<file path="config.mk">
export PLATFORM = sky130hd
export DESIGN_NAME = nbit_register_file
export DESIGN_NICKNAME = d
export VERILOG_FILES = /design/src/rtl/nbit_register_file.sv
export SDC_FILE = /design/constraint.sdc
export NUM_CORES = 2
export LEC_CHECK = 0
export CAP_MARGIN = 25
export CORE_ASPECT_RATIO = 1.1
export CORE_MARGIN = 1
export CORE_UTILIZATION = 57
export DETAILED_ROUTE_END_ITERATION = 7
export PLACE_DENSITY = 0.77
export SLEW_MARGIN = 10
export SYNTH_ARGS = -nofsm -noshare
export SYNTH_HDL_FRONTEND = slang
export SYNTH_HIERARCHICAL = 1
export SYNTH_SLANG_ARGS = --single-unit
</file>
<file path="constraint.sdc">
create_clock -name clk -period 4.3 [get_ports clk]
set_clock_uncertainty 0.15 [all_clocks]
set_input_delay 0.86 -clock clk [delete_from_list [all_inputs] [get_ports clk]]
set_output_delay 0.86 -clock clk [all_outputs]
set_load 0.005 [all_outputs]
</file>
<file path="src/rtl/nbit_register_file.sv">
// Parametrised register file: one synchronous write port, two combinational read
// ports, optional hardwired-zero entry 0 and optional same-cycle write forwarding.

module nbit_dff (
  input  logic clk,
  input  logic rst,
  input  logic en,
  input  logic d,
  output logic q
);

  always_ff @(posedge clk) begin
    if (rst)
      q <= 1'b0;
    else if (en)
      q <= d;
  end

endmodule

// One n-bit word assembled from individual enable/reset flops.
module nbit_register #(
  parameter int n = 32
) (
  input  logic         clk,
  input  logic         rst,
  input  logic         en,
  input  logic [n-1:0] d,
  output logic [n-1:0] q
);

  for (genvar b = 0; b < n; b++) begin : g_bit
    nbit_dff u_dff (
      .clk (clk),
      .rst (rst),
      .en  (en),
      .d   (d[b]),
      .q   (q[b])
    );
  end

endmodule

module nbit_register_file #(
  parameter int n        = 32,
  parameter int addr_w   = 5,
  parameter int depth    = 32,
  parameter int zero_reg = 1,
  parameter int bypass   = 1
) (
  input  logic              clk,
  input  logic              rst,
  input  logic              wr_en,
  input  logic [addr_w-1:0] wr_addr,
  input  logic [n-1:0]      wr_data,
  input  logic [addr_w-1:0] rd_addr0,
  output logic [n-1:0]      rd_data0,
  input  logic [addr_w-1:0] rd_addr1,
  output logic [n-1:0]      rd_data1
);

  // One extra bit so depth == 2**addr_w is representable.
  localparam logic [addr_w:0] depth_lim = (addr_w + 1)'(depth);

  logic wr_in_range;
  logic wr_to_zero;
  logic wr_legal;

  assign wr_in_range = ({1'b0, wr_addr} < depth_lim);
  assign wr_to_zero  = (zero_reg != 0) && (wr_addr == '0);
  assign wr_legal    = !rst && wr_en && wr_in_range && !wr_to_zero;

  logic [n-1:0] entry_q [depth];

  for (genvar e = 0; e < depth; e++) begin : g_entry
    if ((zero_reg != 0) && (e == 0)) begin : g_zero
      assign entry_q[e] = '0;
    end else begin : g_reg
      logic load;
      assign load = wr_legal && (wr_addr == addr_w'(e));
      nbit_register #(.n(n)) u_reg (
        .clk (clk),
        .rst (rst),
        .en  (load),
        .d   (wr_data),
        .q   (entry_q[e])
      );
    end
  end

  logic [n-1:0] stored0;
  logic [n-1:0] stored1;

  // Addresses with no implemented entry fall through to zero.
  always_comb begin
    stored0 = '0;
    stored1 = '0;
    for (int e = 0; e < depth; e++) begin
      if (rd_addr0 == addr_w'(e))
        stored0 = entry_q[e];
      if (rd_addr1 == addr_w'(e))
        stored1 = entry_q[e];
    end
  end

  logic fwd0;
  logic fwd1;

  // Forwarding reuses wr_legal so dropped writes are never forwarded.
  assign fwd0 = (bypass != 0) && wr_legal && (rd_addr0 == wr_addr);
  assign fwd1 = (bypass != 0) && wr_legal && (rd_addr1 == wr_addr);

  assign rd_data0 = rst ? '0 : (fwd0 ? wr_data : stored0);
  assign rd_data1 = rst ? '0 : (fwd1 ? wr_data : stored1);

endmodule

</file>
==> impl_metrics.py, run 1 <==
metrics = {
    "grt": {
        "grt_max_degree": 203,
        "overflow": 252,
        "grt_pass1_wl_mm": 520,
        "first_global_vias": 66443,
        "track_usage_pct": 79.9,
    },
    "logic_synthesis": {
        "synthFlopType": "dfxtp_1",
        "synth_nets": 5969,
        "synth_area_leaders": "dfxtp_1 39%, mux2i_1 21%, nor2_1 9.6%",
        "synth_top_area_share_pct": 38.8,
        "async_reset_ff_share_pct": 0,
        "ys_types": 90,
        "yosysSeqAreaShare_pct": 38.8,
        "avgSynthCellArea_um2": 8.65,
        "synth_top_family_by_area": "multiplexers",
        "synth-xor-area-share_pct": 0.171,
        "syn_area_mm2": 0.0512,
        "synth_edf_count": 0,
        "synth_cells": 5919,
        "synth_seq_cells": 992,
        "synth_top_cell_by_area": "dfxtp_1",
        "synthSimpleGateAreaFrac_pct": 16.8,
        "synth_fa_ha_area_share_pct": 0,
        "synth_compound_area_share_pct": 19.8,
        "synth.mux.area_fraction_pct": 21.5,
        "ys_warn_count": 6,
    },
    "die": {
        "die_width_um": 288,
        "die_height_um": 316,
        "core.rowCount": 114,
        "io_pins": 114,
        "initial_core_util_pct": 57.9,
    },
    "clocking": {
        "htree_levels": 3,
        "clock_sinks": 992,
        "hold_buffers": 0,
        "cts_buffers": 102,
        "root_buffer": "clkbuf_16",
        "cts_buffer_depth": 3,
    },
    "place": {
        "gp_congestion": 1.24,
        "hpwlAfterDp_mm": 238,
        "place_ws_ns": -1.49,
        "io_buffers": 113,
        "dp_cells": 8055,
        "post_dp_cell_area_mm2": 0.0637,
    },
    "run_status": {
        "outcome": "stopped before the end",
        "haltStage": "global routing (5_1_grt)",
        "error_line": "[ERROR GRT-0116] Global routing finished with congestion. Check the congestion regions in the DRC Viewer.",
    },
}
timing repair:
action	CTS
pin swaps	132
gates resized for setup	521
setup endpoints to repair	64
gates cloned	4
buffers inserted	119
cells by family after synthesis:
family                    Yosys count
and+or+nand+nor                  2014
AOI/OAI and AO/OA                1486
muxes                            1087
DFF                               992
buffers and inverters             330
xor gates and xnor gates           10
Yosys cell counts (10+ instances only):
library cell  count
nand2_1         299
a222oi_1         28
o22ai_1          85
o221ai_1         35
a21oi_1         301
a21o_1           10
or3_1            10
o21ai_0         217
nor2_1         1303
mux2i_1        1059
nor2b_1          29
and4_1           14
o211ai_1         34
nand2b_1         24
mux2_2           17
o21ai_1          34
mux4_2           10
inv_1            15
nand4_1          59
a211oi_1         33
o2bb2ai_1        13
nand3b_1         14
a31oi_1          29
a221oi_1         81
a211o_1          11
clkbuf_1        137
dfxtp_1         992
a22oi_1         378
a221o_1          15
and3_1           33
o31ai_1          12
a22o_1           48
a32oi_1          10
a2111oi_0        14
nor3_1           62
buf_4            12
buf_1            18
o21a_1           15
nor4_1           29
buf_2           141
nand3_1          79
per-stage QoR:
stage | TNS [ns] | util (%) | hold slack [ns]
after global placement | -40.72 | 72.0 | 0.324
after detailed placement | -43.44 | 72.0 | 0.339
after CTS | -1.21 | 79.4 | 0.354
after floorplan | 0 | - | 0.310
layer usage:
layer / GRT overflow / GRT usage (%)
met1: 0 / 82.4
met2: 135 / 93.7
met3: 3 / 65.5
met4: 114 / 77.9
met5: 0 / 33.1
==> run 2, diff against run 1 <==
--- a/config.mk
+++ b/config.mk
@@ -6,11 +6,10 @@
 export NUM_CORES = 2
 export LEC_CHECK = 0
 export CAP_MARGIN = 25
-export CORE_ASPECT_RATIO = 1.1
 export CORE_MARGIN = 1
-export CORE_UTILIZATION = 57
+export CORE_UTILIZATION = 40
 export DETAILED_ROUTE_END_ITERATION = 7
-export PLACE_DENSITY = 0.77
+export PLACE_DENSITY_LB_ADDON = 0.15
 export SLEW_MARGIN = 10
 export SYNTH_ARGS = -nofsm -noshare
 export SYNTH_HDL_FRONTEND = slang
==> constraint.sdc (replaced) <==
create_clock -name clk -period 5.6 [get_ports clk]
set_clock_uncertainty 0.15 [all_clocks]
set_input_delay 1.12 -clock clk [delete_from_list [all_inputs] [get_ports clk]]
set_output_delay 1.12 -clock clk [all_outputs]
set_load 0.005 [all_outputs]
==> run 2 against run 1 <==
Compared with the run above: the flow now finishes, with violations (design-rule violations, negative setup slack); synthesized cell count stayed put; synthesized area stayed put.
==> impl_metrics.py, run 2 <==
metrics = {
    "run_status": {
        "outcome": "finished with violations",
        "violations": "design-rule violations, negative setup slack",
    },
    "die": {
        "dieArea_mm2": 0.129,
        "core.rowCount": 130,
        "initial_core_util_pct": 40.6,
        "die_height_um": 360,
        "io_pins": 114,
        "die_width_um": 360,
        "core_mm2": 0.126,
    },
    "power": {
        "switching_power_mw": 5.02,
        "seqPwrFrac_pct": 40.8,
        "p_per_area_mw_per_mm2": 266,
        "vdd_drop_max_v": 0.000266,
        "p_total_mw": 17.4,
        "swShare_pct": 28.7,
        "power_frac_comb_pct": 12.0,
        "power.share.clock_pct": 47.2,
        "intPower_mw": 12.4,
        "cellLeakagePower_nw": 22.7,
    },
    "place": {
        "place_ws_ns": -0.996,
        "io_buffers": 113,
        "hpwlAfterDp_mm": 260,
        "post_dp_cell_area_mm2": 0.0609,
        "gp_congestion": 1.12,
        "dp_cells": 8122,
    },
    "min_path": {
        "hold_path_class": "reg2reg",
    },
    "logic_synthesis": {
        "ys_types": 90,
        "synth_nets": 5969,
        "synth_edf_count": 0,
        "ys_warn_count": 6,
        "yosysMostFrequentCell": "nor2_1",
        "yosys-top-cells-count": "1303 x nor2_1, 1059 x mux2i_1, 992 x dfxtp_1",
        "synth_area_leaders": "dfxtp_1 39%, mux2i_1 21%, nor2_1 9.6%",
        "synth_top_area_share_pct": 38.8,
        "synth_cells": 5919,
        "async_reset_ff_share_pct": 0,
        "synthFlopType": "dfxtp_1",
        "syn_area_mm2": 0.0512,
        "synth_seq_cells": 992,
        "yosysSeqAreaShare_pct": 38.8,
        "synth_top_cell_by_area": "dfxtp_1",
        "avgSynthCellArea_um2": 8.65,
    },
    "setup_path": {
        "crit_path_end_kind": "output port",
        "worst-path-max-fanout": 19,
        "critPathKind": "in2out",
        "required_ns": 4.33,
        "start_kind": "input pin",
        "worstPathArrival_ns": 4.51,
    },
    "finish": {
        "largest_reg_flops": 992,
        "largestRegisters": "g_entry.g_reg.u_reg/g_bit.u_dff/q: 992 flops",
        "layout-drive-gt1-share_pct": 17.6,
        "layout_common_cells": "1230 x nor2_1, 1059 x mux2i_1, 992 x dfxtp_1",
        "layout_commonest_cell": "nor2_1",
        "nFillCells": 12190,
        "syn_to_final_growth_pct": 28.3,
        "nNetsFinal": 6662,
        "fin_util_pct": 52.0,
        "fin_area_mm2": 0.0657,
        "fin_cells": 8376,
        "regMostFlops": "g_entry.g_reg.u_reg/g_bit.u_dff/q",
    },
    "grt": {
        "track_usage_pct": 55.4,
        "antenna_found_initial": 40,
        "overflow": 0,
        "grt_max_degree": 133,
        "first_global_vias": 55358,
        "grt_pass1_wl_mm": 493,
    },
    "sta": {
        "layout_setup_ws_ns": -0.182,
        "post-route-min-period_ns": 5.78,
        "fin_setup_tns_ns": -0.854,
        "max_freq_mhz": 173,
        "whs_ns": 0.374,
        "timing.final.crit_share_pct": 103,
        "slew_violations": 0,
        "setup_viol": 12,
        "tightest_slew_ns": 1.19,
        "slew-limit-headroom_pct": 19.8,
        "finalHoldViolCount": 0,
    },
    "clocking": {
        "cts_buffer_depth": 3,
        "root_buffer": "clkbuf_16",
        "clock_sinks": 992,
        "htree_levels": 3,
        "cts_buffers": 114,
        "hold_buffers": 0,
        "cts.clk_slew.worst_paths_ns": 0.06,
        "cts_tree": "yes",
        "clk_latency_ns": 0.75,
    },
    "detailed_routing": {
        "wl_per_cell_um": 44.5,
        "route.detailed.drc": 72,
        "dr.pass1.iters": 8,
        "vias": 60166,
        "vias_per_cell": 7.18,
        "drt_iter0_markers": 11688,
        "routed_wl_mm": 373,
        "postRouteAntennaNets": 0,
    },
    "job": {
        "maxCapViolCount": 0,
    },
}
==> run 2: cell counts after synthesis <==
No cell type changed its count.
==> run 2: logic make-up after synthesis <==
logic type	share of synthesized area, %
and+or+nand+nor	16.8
AOI/OAI and AO/OA	19.8
muxes	21.5
DFF	38.8
buffers and inverters	2.90
xor gates and xnor gates	0.171
==> run 2: what timing repair did <==
item | CTS | global route
buffers inserted | 6 | 18
setup endpoints to repair | 38 | 36
pin swaps | 5 | 13
resized for setup | 40 | 53
==> run 2: power by group through the flow <==
stage,registers (mW),clock network [mW],logic [mW]
2_1_floorplan,7.26,0,0.593
3_3_place_gp,7.27,0,1.89
3_5_place_dp,7.27,0,1.89
4_1_cts,7.12,8.22,1.91
5_1_grt,7.12,8.49,2.02
6_report,7.12,8.24,2.09
==> run 2: final timing paths <==
check                                                        start                                                    end  slack [ns]  depth (start not counted)
min          g_entry[13].g_reg.u_reg/g_bit[8].u_dff/q$_SDFFE_PP0P_  g_entry[13].g_reg.u_reg/g_bit[8].u_dff/q$_SDFFE_PP0P_        0.37                          2
max reg2reg  g_entry[10].g_reg.u_reg/g_bit[7].u_dff/q$_SDFFE_PP0P_  g_entry[10].g_reg.u_reg/g_bit[7].u_dff/q$_SDFFE_PP0P_        4.35                          2
min reg2reg  g_entry[13].g_reg.u_reg/g_bit[8].u_dff/q$_SDFFE_PP0P_  g_entry[13].g_reg.u_reg/g_bit[8].u_dff/q$_SDFFE_PP0P_        0.37                          2
max                                                    rd_addr1[0]                                           rd_data1[26]       -0.18                          9
==> run 2: layout make-up <==
class	count	area (um2)	area share [%]
inverters	19	71.3	0.109
flip-flops and latches	992	19900	30.2
diodes	22	55.1	0.0838
multi-input cells	4597	30800	46.9
repair buffers	888	8790	13.4
well taps	1650	2060	3.14
clock inverters	54	758	1.15
clock buffers	154	3270	4.99
==> run 2: metal layers <==
| layer | share of wire (%) | global-route usage [%] |
|---|---|---|
| met1 | 35 | 66.3 |
| met2 | 39 | 76.4 |
| met3 | 14 | 20.2 |
| met4 | 12 | 51.6 |
| met5 | 0.055 | 0 |
==> run 2: critical path, cell delays in order <==
cell and delay, ns:
buf_4 0.29, nor2b_2 0.77, buf_4 0.40, buf_4 0.20, a22o_1 0.16, a21oi_1 0.07, a21oi_1 0.65, o41a_1 0.30
clkdlybuf4s50_1 0.51
Power figures use the tool's default switching activity.
